File: config.mk
export PLATFORM = sky130hd
export DESIGN_NAME = multicycle_control_fsm
export DESIGN_NICKNAME = d
export VERILOG_FILES = /design/src/rtl/multicycle_control_fsm.sv
export SDC_FILE = /design/constraint.sdc
export NUM_CORES = 1
export LEC_CHECK = 0
export ABC_AREA = 1
export ABC_CLOCK_PERIOD_IN_PS = 2600
export BUFFER_PORTS_ARGS = -buffer_cell sky130_fd_sc_hd__buf_4
export CAP_MARGIN = 20
export CORE_MARGIN = 5
export CORE_UTILIZATION = 45
export DETAILED_ROUTE_END_ITERATION = 8
export PLACE_DENSITY = 0.71
export SLEW_MARGIN = 20
export SYNTH_ARGS = -nofsm -noshare
export SYNTH_HDL_FRONTEND = slang
export SYNTH_SLANG_ARGS = --single-unit
File: constraint.sdc
create_clock -name clk -period 2.6 [get_ports clk]
set_input_delay 0.26 -clock clk [delete_from_list [all_inputs] [get_ports clk]]
set_output_delay 0.26 -clock clk [all_outputs]
set_load 0.05 [all_outputs]
File: src/rtl/multicycle_control_fsm.sv
// Multi-cycle RV32I control sequencer: steps each instruction through
// IF/ID/EX/MEM/WB and drives every datapath strobe and mux select.
// Ports:
//   clk, reset             clock, synchronous active-high reset
//   opcode, bcond          IR[6:0] and branch comparator result
//   ecall_halt, mem_ready  halt request at ECALL, memory completion
//   i_or_d .. pc_source    datapath strobes and selects
//   halted, mem_err        sticky halt and memory-timeout flags
//   cycle_count            cycles since reset, frozen while halted
//   retired_count          retired instructions
module multicycle_control_fsm #(
    parameter int CNT_W        = 32,
    parameter int MEM_WAIT_MAX = 0
) (
    input  logic             clk,
    input  logic             reset,
    input  logic [6:0]       opcode,
    input  logic             bcond,
    input  logic             ecall_halt,
    input  logic             mem_ready,
    output logic             i_or_d,
    output logic             mem_read,
    output logic             mem_write,
    output logic             ir_write,
    output logic             reg_write,
    output logic [1:0]       wb_sel,
    output logic             alu_src_a,
    output logic             alu_src_b,
    output logic [1:0]       alu_op,
    output logic [2:0]       imm_sel,
    output logic             pc_write,
    output logic             pc_source,
    output logic             halted,
    output logic             mem_err,
    output logic [CNT_W-1:0] cycle_count,
    output logic [CNT_W-1:0] retired_count
);

    localparam logic [6:0] OP_R    = 7'h33;
    localparam logic [6:0] OP_I    = 7'h13;
    localparam logic [6:0] OP_LD   = 7'h03;
    localparam logic [6:0] OP_ST   = 7'h23;
    localparam logic [6:0] OP_BR   = 7'h63;
    localparam logic [6:0] OP_JAL  = 7'h6F;
    localparam logic [6:0] OP_JALR = 7'h67;
    localparam logic [6:0] OP_SYS  = 7'h73;

    localparam logic [1:0] ALU_ADD = 2'd0;
    localparam logic [1:0] ALU_FN  = 2'd1;
    localparam logic [1:0] ALU_BR  = 2'd2;

    localparam logic [2:0] IMM_I = 3'd0;
    localparam logic [2:0] IMM_S = 3'd1;
    localparam logic [2:0] IMM_B = 3'd2;
    localparam logic [2:0] IMM_J = 3'd4;

    typedef enum logic [2:0] {
        S_IF, S_ID, S_EX, S_MEM, S_WB, S_HALT
    } state_t;

    state_t      state;
    state_t      state_nx;
    logic [31:0] wait_cnt;
    logic        wait_hit;
    logic        timeout;
    logic        halt_ecall;

    logic is_r, is_i, is_ld, is_st;
    logic is_br, is_jal, is_jalr, is_sys;
    logic known;

    assign is_r    = (opcode == OP_R);
    assign is_i    = (opcode == OP_I);
    assign is_ld   = (opcode == OP_LD);
    assign is_st   = (opcode == OP_ST);
    assign is_br   = (opcode == OP_BR);
    assign is_jal  = (opcode == OP_JAL);
    assign is_jalr = (opcode == OP_JALR);
    assign is_sys  = (opcode == OP_SYS);
    assign known   = is_r | is_i | is_ld | is_st
                   | is_br | is_jal | is_jalr | is_sys;

    // This cycle would be the MEM_WAIT_MAX-th stalled cycle.
    assign wait_hit = (MEM_WAIT_MAX != 0)
                   && (wait_cnt + 32'd1 == 32'(MEM_WAIT_MAX));

    assign halted = (state == S_HALT);

    always_comb begin
        i_or_d     = 1'b0;
        mem_read   = 1'b0;
        mem_write  = 1'b0;
        ir_write   = 1'b0;
        reg_write  = 1'b0;
        wb_sel     = 2'd0;
        alu_src_a  = 1'b0;
        alu_src_b  = 1'b0;
        alu_op     = ALU_ADD;
        imm_sel    = IMM_I;
        pc_write   = 1'b0;
        pc_source  = 1'b0;
        timeout    = 1'b0;
        halt_ecall = 1'b0;
        state_nx   = state;

        unique case (state)
            S_IF: begin
                mem_read = 1'b1;
                if (mem_ready) begin
                    ir_write = 1'b1;
                    state_nx = S_ID;
                end else if (wait_hit) begin
                    timeout  = 1'b1;
                    state_nx = S_HALT;
                end
            end
            S_ID: begin
                // ALUOut <= PC + imm, the branch/JAL target.
                alu_src_b = 1'b1;
                imm_sel   = is_jal ? IMM_J : IMM_B;
                if (is_sys) begin
                    if (ecall_halt) begin
                        halt_ecall = 1'b1;
                        state_nx   = S_HALT;
                    end else begin
                        pc_write = 1'b1;
                        state_nx = S_IF;
                    end
                end else if (!known) begin
                    pc_write = 1'b1;
                    state_nx = S_IF;
                end else begin
                    state_nx = S_EX;
                end
            end
            S_EX: begin
                state_nx = S_IF;
                if (is_r) begin
                    alu_src_a = 1'b1;
                    alu_op    = ALU_FN;
                    state_nx  = S_WB;
                end else if (is_i) begin
                    alu_src_a = 1'b1;
                    alu_src_b = 1'b1;
                    alu_op    = ALU_FN;
                    state_nx  = S_WB;
                end else if (is_ld || is_st) begin
                    alu_src_a = 1'b1;
                    alu_src_b = 1'b1;
                    imm_sel   = is_st ? IMM_S : IMM_I;
                    state_nx  = S_MEM;
                end else if (is_br) begin
                    alu_src_a = 1'b1;
                    alu_op    = ALU_BR;
                    pc_write  = 1'b1;
                    pc_source = bcond;
                end else if (is_jal) begin
                    reg_write = 1'b1;
                    wb_sel    = 2'd2;
                    pc_write  = 1'b1;
                    pc_source = 1'b1;
                end else if (is_jalr) begin
                    alu_src_a = 1'b1;
                    alu_src_b = 1'b1;
                    state_nx  = S_WB;
                end
            end
            S_MEM: begin
                i_or_d   = 1'b1;
                state_nx = S_IF;
                if (is_ld || is_st) begin
                    mem_read  = is_ld;
                    mem_write = is_st;
                    state_nx  = S_MEM;
                    if (mem_ready) begin
                        pc_write = is_st;
                        state_nx = is_ld ? S_WB : S_IF;
                    end else if (wait_hit) begin
                        timeout  = 1'b1;
                        state_nx = S_HALT;
                    end
                end
            end
            S_WB: begin
                reg_write = 1'b1;
                pc_write  = 1'b1;
                wb_sel    = is_ld ? 2'd1 : (is_jalr ? 2'd2 : 2'd0);
                // The datapath clears bit 0 of the JALR target.
                pc_source = is_jalr;
                state_nx  = S_IF;
            end
            S_HALT: begin
                state_nx = S_HALT;
            end
            default: begin
                state_nx = S_IF;
            end
        endcase

        // Reset abandons any access in flight.
        if (reset) begin
            mem_read   = 1'b0;
            mem_write  = 1'b0;
            ir_write   = 1'b0;
            reg_write  = 1'b0;
            wb_sel     = 2'd0;
            i_or_d     = 1'b0;
            alu_src_a  = 1'b0;
            alu_src_b  = 1'b0;
            alu_op     = ALU_ADD;
            imm_sel    = IMM_I;
            pc_write   = 1'b0;
            pc_source  = 1'b0;
            timeout    = 1'b0;
            halt_ecall = 1'b0;
            state_nx   = S_IF;
        end
    end

    always_ff @(posedge clk) begin
        if (reset) begin
            state         <= S_IF;
            wait_cnt      <= 32'd0;
            mem_err       <= 1'b0;
            cycle_count   <= '0;
            retired_count <= '0;
        end else begin
            state <= state_nx;
            if (state_nx != state
                && (state_nx == S_IF || state_nx == S_MEM)) begin
                wait_cnt <= 32'd0;
            end else if ((mem_read || mem_write) && !mem_ready) begin
                wait_cnt <= wait_cnt + 32'd1;
            end
            if (timeout) begin
                mem_err <= 1'b1;
            end
            if (state != S_HALT) begin
                cycle_count <= cycle_count + CNT_W'(1);
            end
            if (pc_write || halt_ecall) begin
                retired_count <= retired_count + CNT_W'(1);
            end
        end
    end

endmodule

==> impl_metrics.json <==
{
  "core_area_sq_um": 9684,
  "cts_sinks": 67,
  "crit_family": "buffers and inverters",
  "cp_max_fo": 4,
  "cts_resized": 0,
  "ys_top_cells_by_count": "196 x nand2_1, 85 x nor2_1, 67 x dfxtp_1, 57 x inv_1, 54 x a21oi_1",
  "vias": 4649,
  "die-area_sq_um": 11960,
  "rsz0062_at_grt": "no",
  "end_kind": "output port",
  "syn_area_sq_um": 4442,
  "final-setup-viol-count": 0,
  "grt_pass1_wl_microns": 20400,
  "start_util": 0.4587,
  "cap_viol_max_count": 0,
  "netlist_instances": 696,
  "fin_crit_sh": 0.8849,
  "synth_edf_count": 0,
  "postCtsSetupBuffers": 0,
  "yosys_register_bits": 67,
  "ys_seq_area_frac": 0.3020,
  "syn_area_per_cell_sq_um": 6.382,
  "synth-compound-area-share": 0.1107,
  "hold_depth": 3,
  "rows": 36,
  "ios": 94,
  "critical_path_class": "register to output port",
  "grt_pass1_vias": 4393,
  "worst_r2r_path_depth": 9,
  "arrival_ns": 2.04,
  "synthFlopType": "dfxtp_1",
  "final_cells": 919,
  "area_growth_pct": 22.54,
  "htreeDepth": 3,
  "finalHoldViolations": 0,
  "synthTopCellsByArea": "dfxtp_1 30%, nand2_1 17%, nor2_1 7.2%",
  "critPathRequiredTime_ns": 2.34,
  "worstPathCellList": "inv_2, nand2_2, nor2_1, inv_1, nor3_1, inv_1, o21ai_0, o211ai_1, inv_1, buf_4",
  "crit_buf_inv": 5,
  "grt_max_degree": 60,
  "synth_fa_ha_area_frac": 0.005634,
  "synth-xor-area-share": 0.08676,
  "die_y_microns": 109.4,
  "cellLeakagePower_nw": 2.134,
  "cts_buffer_depth": 2,
  "seqCellArea_sq_um": 1341,
  "slowest_delay_ns": 0.37,
  "holdPathEnd": "state[0]$_SDFFE_PP0P_",
  "yosysMostFrequentCell": "nand2_1",
  "multi_input_area_sq_um": 2720,
  "hold_path_class": "input port to register",
  "route.detailed.drc": 0,
  "antenna_found_initial": 0,
  "clkLatencyLatePin_ns": 0.36,
  "worstMarginPinSlew_ns": 0.7133,
  "async_flop_share": 0,
  "first_iter_violations": 216,
  "io_buffers": 92,
  "r2r_start": "state[2]$_SDFFE_PP0P_",
  "finalSetupTns_ns": 0,
  "ant_nets": 0,
  "finalClockSkew_ns": 0.01178,
  "post_drt_wl_per_cell_microns": 13.43,
  "drive_above_1_share": 0.2087,
  "diodes": 0,
  "ff2ff_setup_slack_ns": 0.72,
  "cp_slowest_cell": "dfxtp_1",
  "synth_warnings": 0,
  "gp_routability_congestion": 0.9492,
  "crit_top_cell": "inv_1",
  "start_kind": "register",
  "vias_per_cell": 5.059,
  "hold_buffers": 0,
  "peakVddDrop_uv": 253.3,
  "routed_wl_microns": 12340,
  "p_per_area_nw_per_um2": 425.7,
  "synthDominantCellAreaShare": 0.3020,
  "cts_tree": "done",
  "synth-simple-area-share": 0.4085,
  "drt_first_pass_iters": 5,
  "synth_top_family_by_area": "simple AND/OR/NAND/NOR gates",
  "gr-usage-all-layers": 0.2131,
  "post_synth_num_cell_types": 36,
  "maxSlewViolCount": 0,
  "cts_inserted_buffers": 9,
  "clk_pin_slew_ns": 0.07,
  "gr-total-overflow": 0,
  "n_fill_cell": 989,
  "slew_headroom": 0.5245,
  "die_width_microns": 109.4,
  "crit_cells": 10,
  "min_from": "mem_ready",
  "dpl.hpwl_microns": 9405,
  "dp_cells": 903,
  "fin_nets": 795,
  "yosys.area.top_type": "dfxtp_1",
  "clock.fmax_ghz": 0.4346,
  "synth_nets": 710,
  "synth_mux_area_frac": 0,
  "root_buffer": "clkbuf_8",
  "timing.rr.end": "retired_count[6]$_SDFFE_PP0P_",
  "status": "completed",
  "min_period_ns": 2.301
}
==> state kept, by name (all words and copies together), names as in the netlist <==
signal / flops
cycle_count: 32
retired_count: 32
state: 3
==> how the worst max path moves through the flow <==
stage | slack (ns) | to | from
3_3_place_gp | 0.66 | retired_count[23]$_SDFFE_PP0P_ | opcode[3]
4_1_cts | 0.34 | wb_sel[1] | state[2]$_SDFFE_PP0P_
2_1_floorplan | 0.30 | reg_write | state[2]$_SDFFE_PP0P_
5_1_grt | 0.19 | wb_sel[1] | state[2]$_SDFFE_PP0P_
6_report | 0.30 | wb_sel[1] | state[2]$_SDFFE_PP0P_
3_5_place_dp | 0.60 | retired_count[1]$_SDFFE_PP0P_ | opcode[3]
==> layout by cell type, fill, tap and decap left out, drive strengths merged <==
cell	n
xor2	25
ha	2
a211oi	1
nor3	28
clkbuf	10
xnor2	19
a21oi	68
nand3b	4
nand4	7
a31oi	1
o21ai	14
o211ai	2
nand3	53
inv	63
buf	97
nor3b	4
nand2	217
or2	4
bufinv	3
dfxtp	67
clkinv	3
conb	1
nor2	93
==> stage by stage <==
stage                       util  hold WS (ns)  total power [mW]  cell area [sq um]  worst slack [ns]
after floorplan                -        0.4244             1.196               4442            0.3018
after global placement    0.5362        0.4819             1.232               5192            0.6615
after detailed placement  0.5362        0.4961             1.236               5192            0.5951
after CTS                 0.5620        0.2198             2.332               5443            0.3435
after global routing      0.5620        0.2423             2.392               5443            0.1894
final                     0.5620        0.2269             2.317               5443            0.2992
==> layer usage <==
| metal | vias to the layer above | share of wire | GRT usage |
|---|---|---|---|
| met5 | - | 0 | 0 |
| met4 | 0 | 0.017 | 0.06500 |
| met3 | 17 | 0.064 | 0.04756 |
| met2 | 120 | 0.47 | 0.3570 |
| met1 | 2117 | 0.45 | 0.2733 |
| li1 | 2395 | - | - |
==> report_power, final <==
group | leakage [nW] | internal [mW] | switching, mW | total (mW)
Clock | 0.126 | 0.665 | 0.440 | 1.11
Sequential | 0.540 | 1.03 | 0.00911 | 1.04
Combinational | 1.47 | 0.0472 | 0.124 | 0.171
Total | 2.13 | 1.74 | 0.573 | 2.32
==> logic make-up (layout without fill, tap and decap cells) <==
kind of cell | after synthesis | after routing
buf+inv | 86 | 176
simple gates | 410 | 410
compound gates | 86 | 86
fa+ha+maj | 2 | 2
other cells | 1 | 1
xor+xnor | 44 | 44
flops | 67 | 67
==> layout make-up <==
cell class | count | area share
Tap cell | 133 | 0.03057
Clock inverter | 6 | 0.02069
Timing Repair Buffer | 97 | 0.1338
Multi-Input combinational cell | 543 | 0.4998
Clock buffer | 10 | 0.02529
Inverter | 63 | 0.04345
Sequential cell | 67 | 0.2464
==> worst register-to-register path, cell delays in order, from the launching register on <==
cell,delay (ns)
dfxtp_1,0.37
inv_2,0.10
nand2_2,0.07
nor2_1,0.27
nand2_1,0.11
nand3_2,0.11
nand2_4,0.23
nand2_8,0.31
nand2_1,0.09
a21oi_1,0.14
No activity file was read; power rests on OpenSTA's default activity.
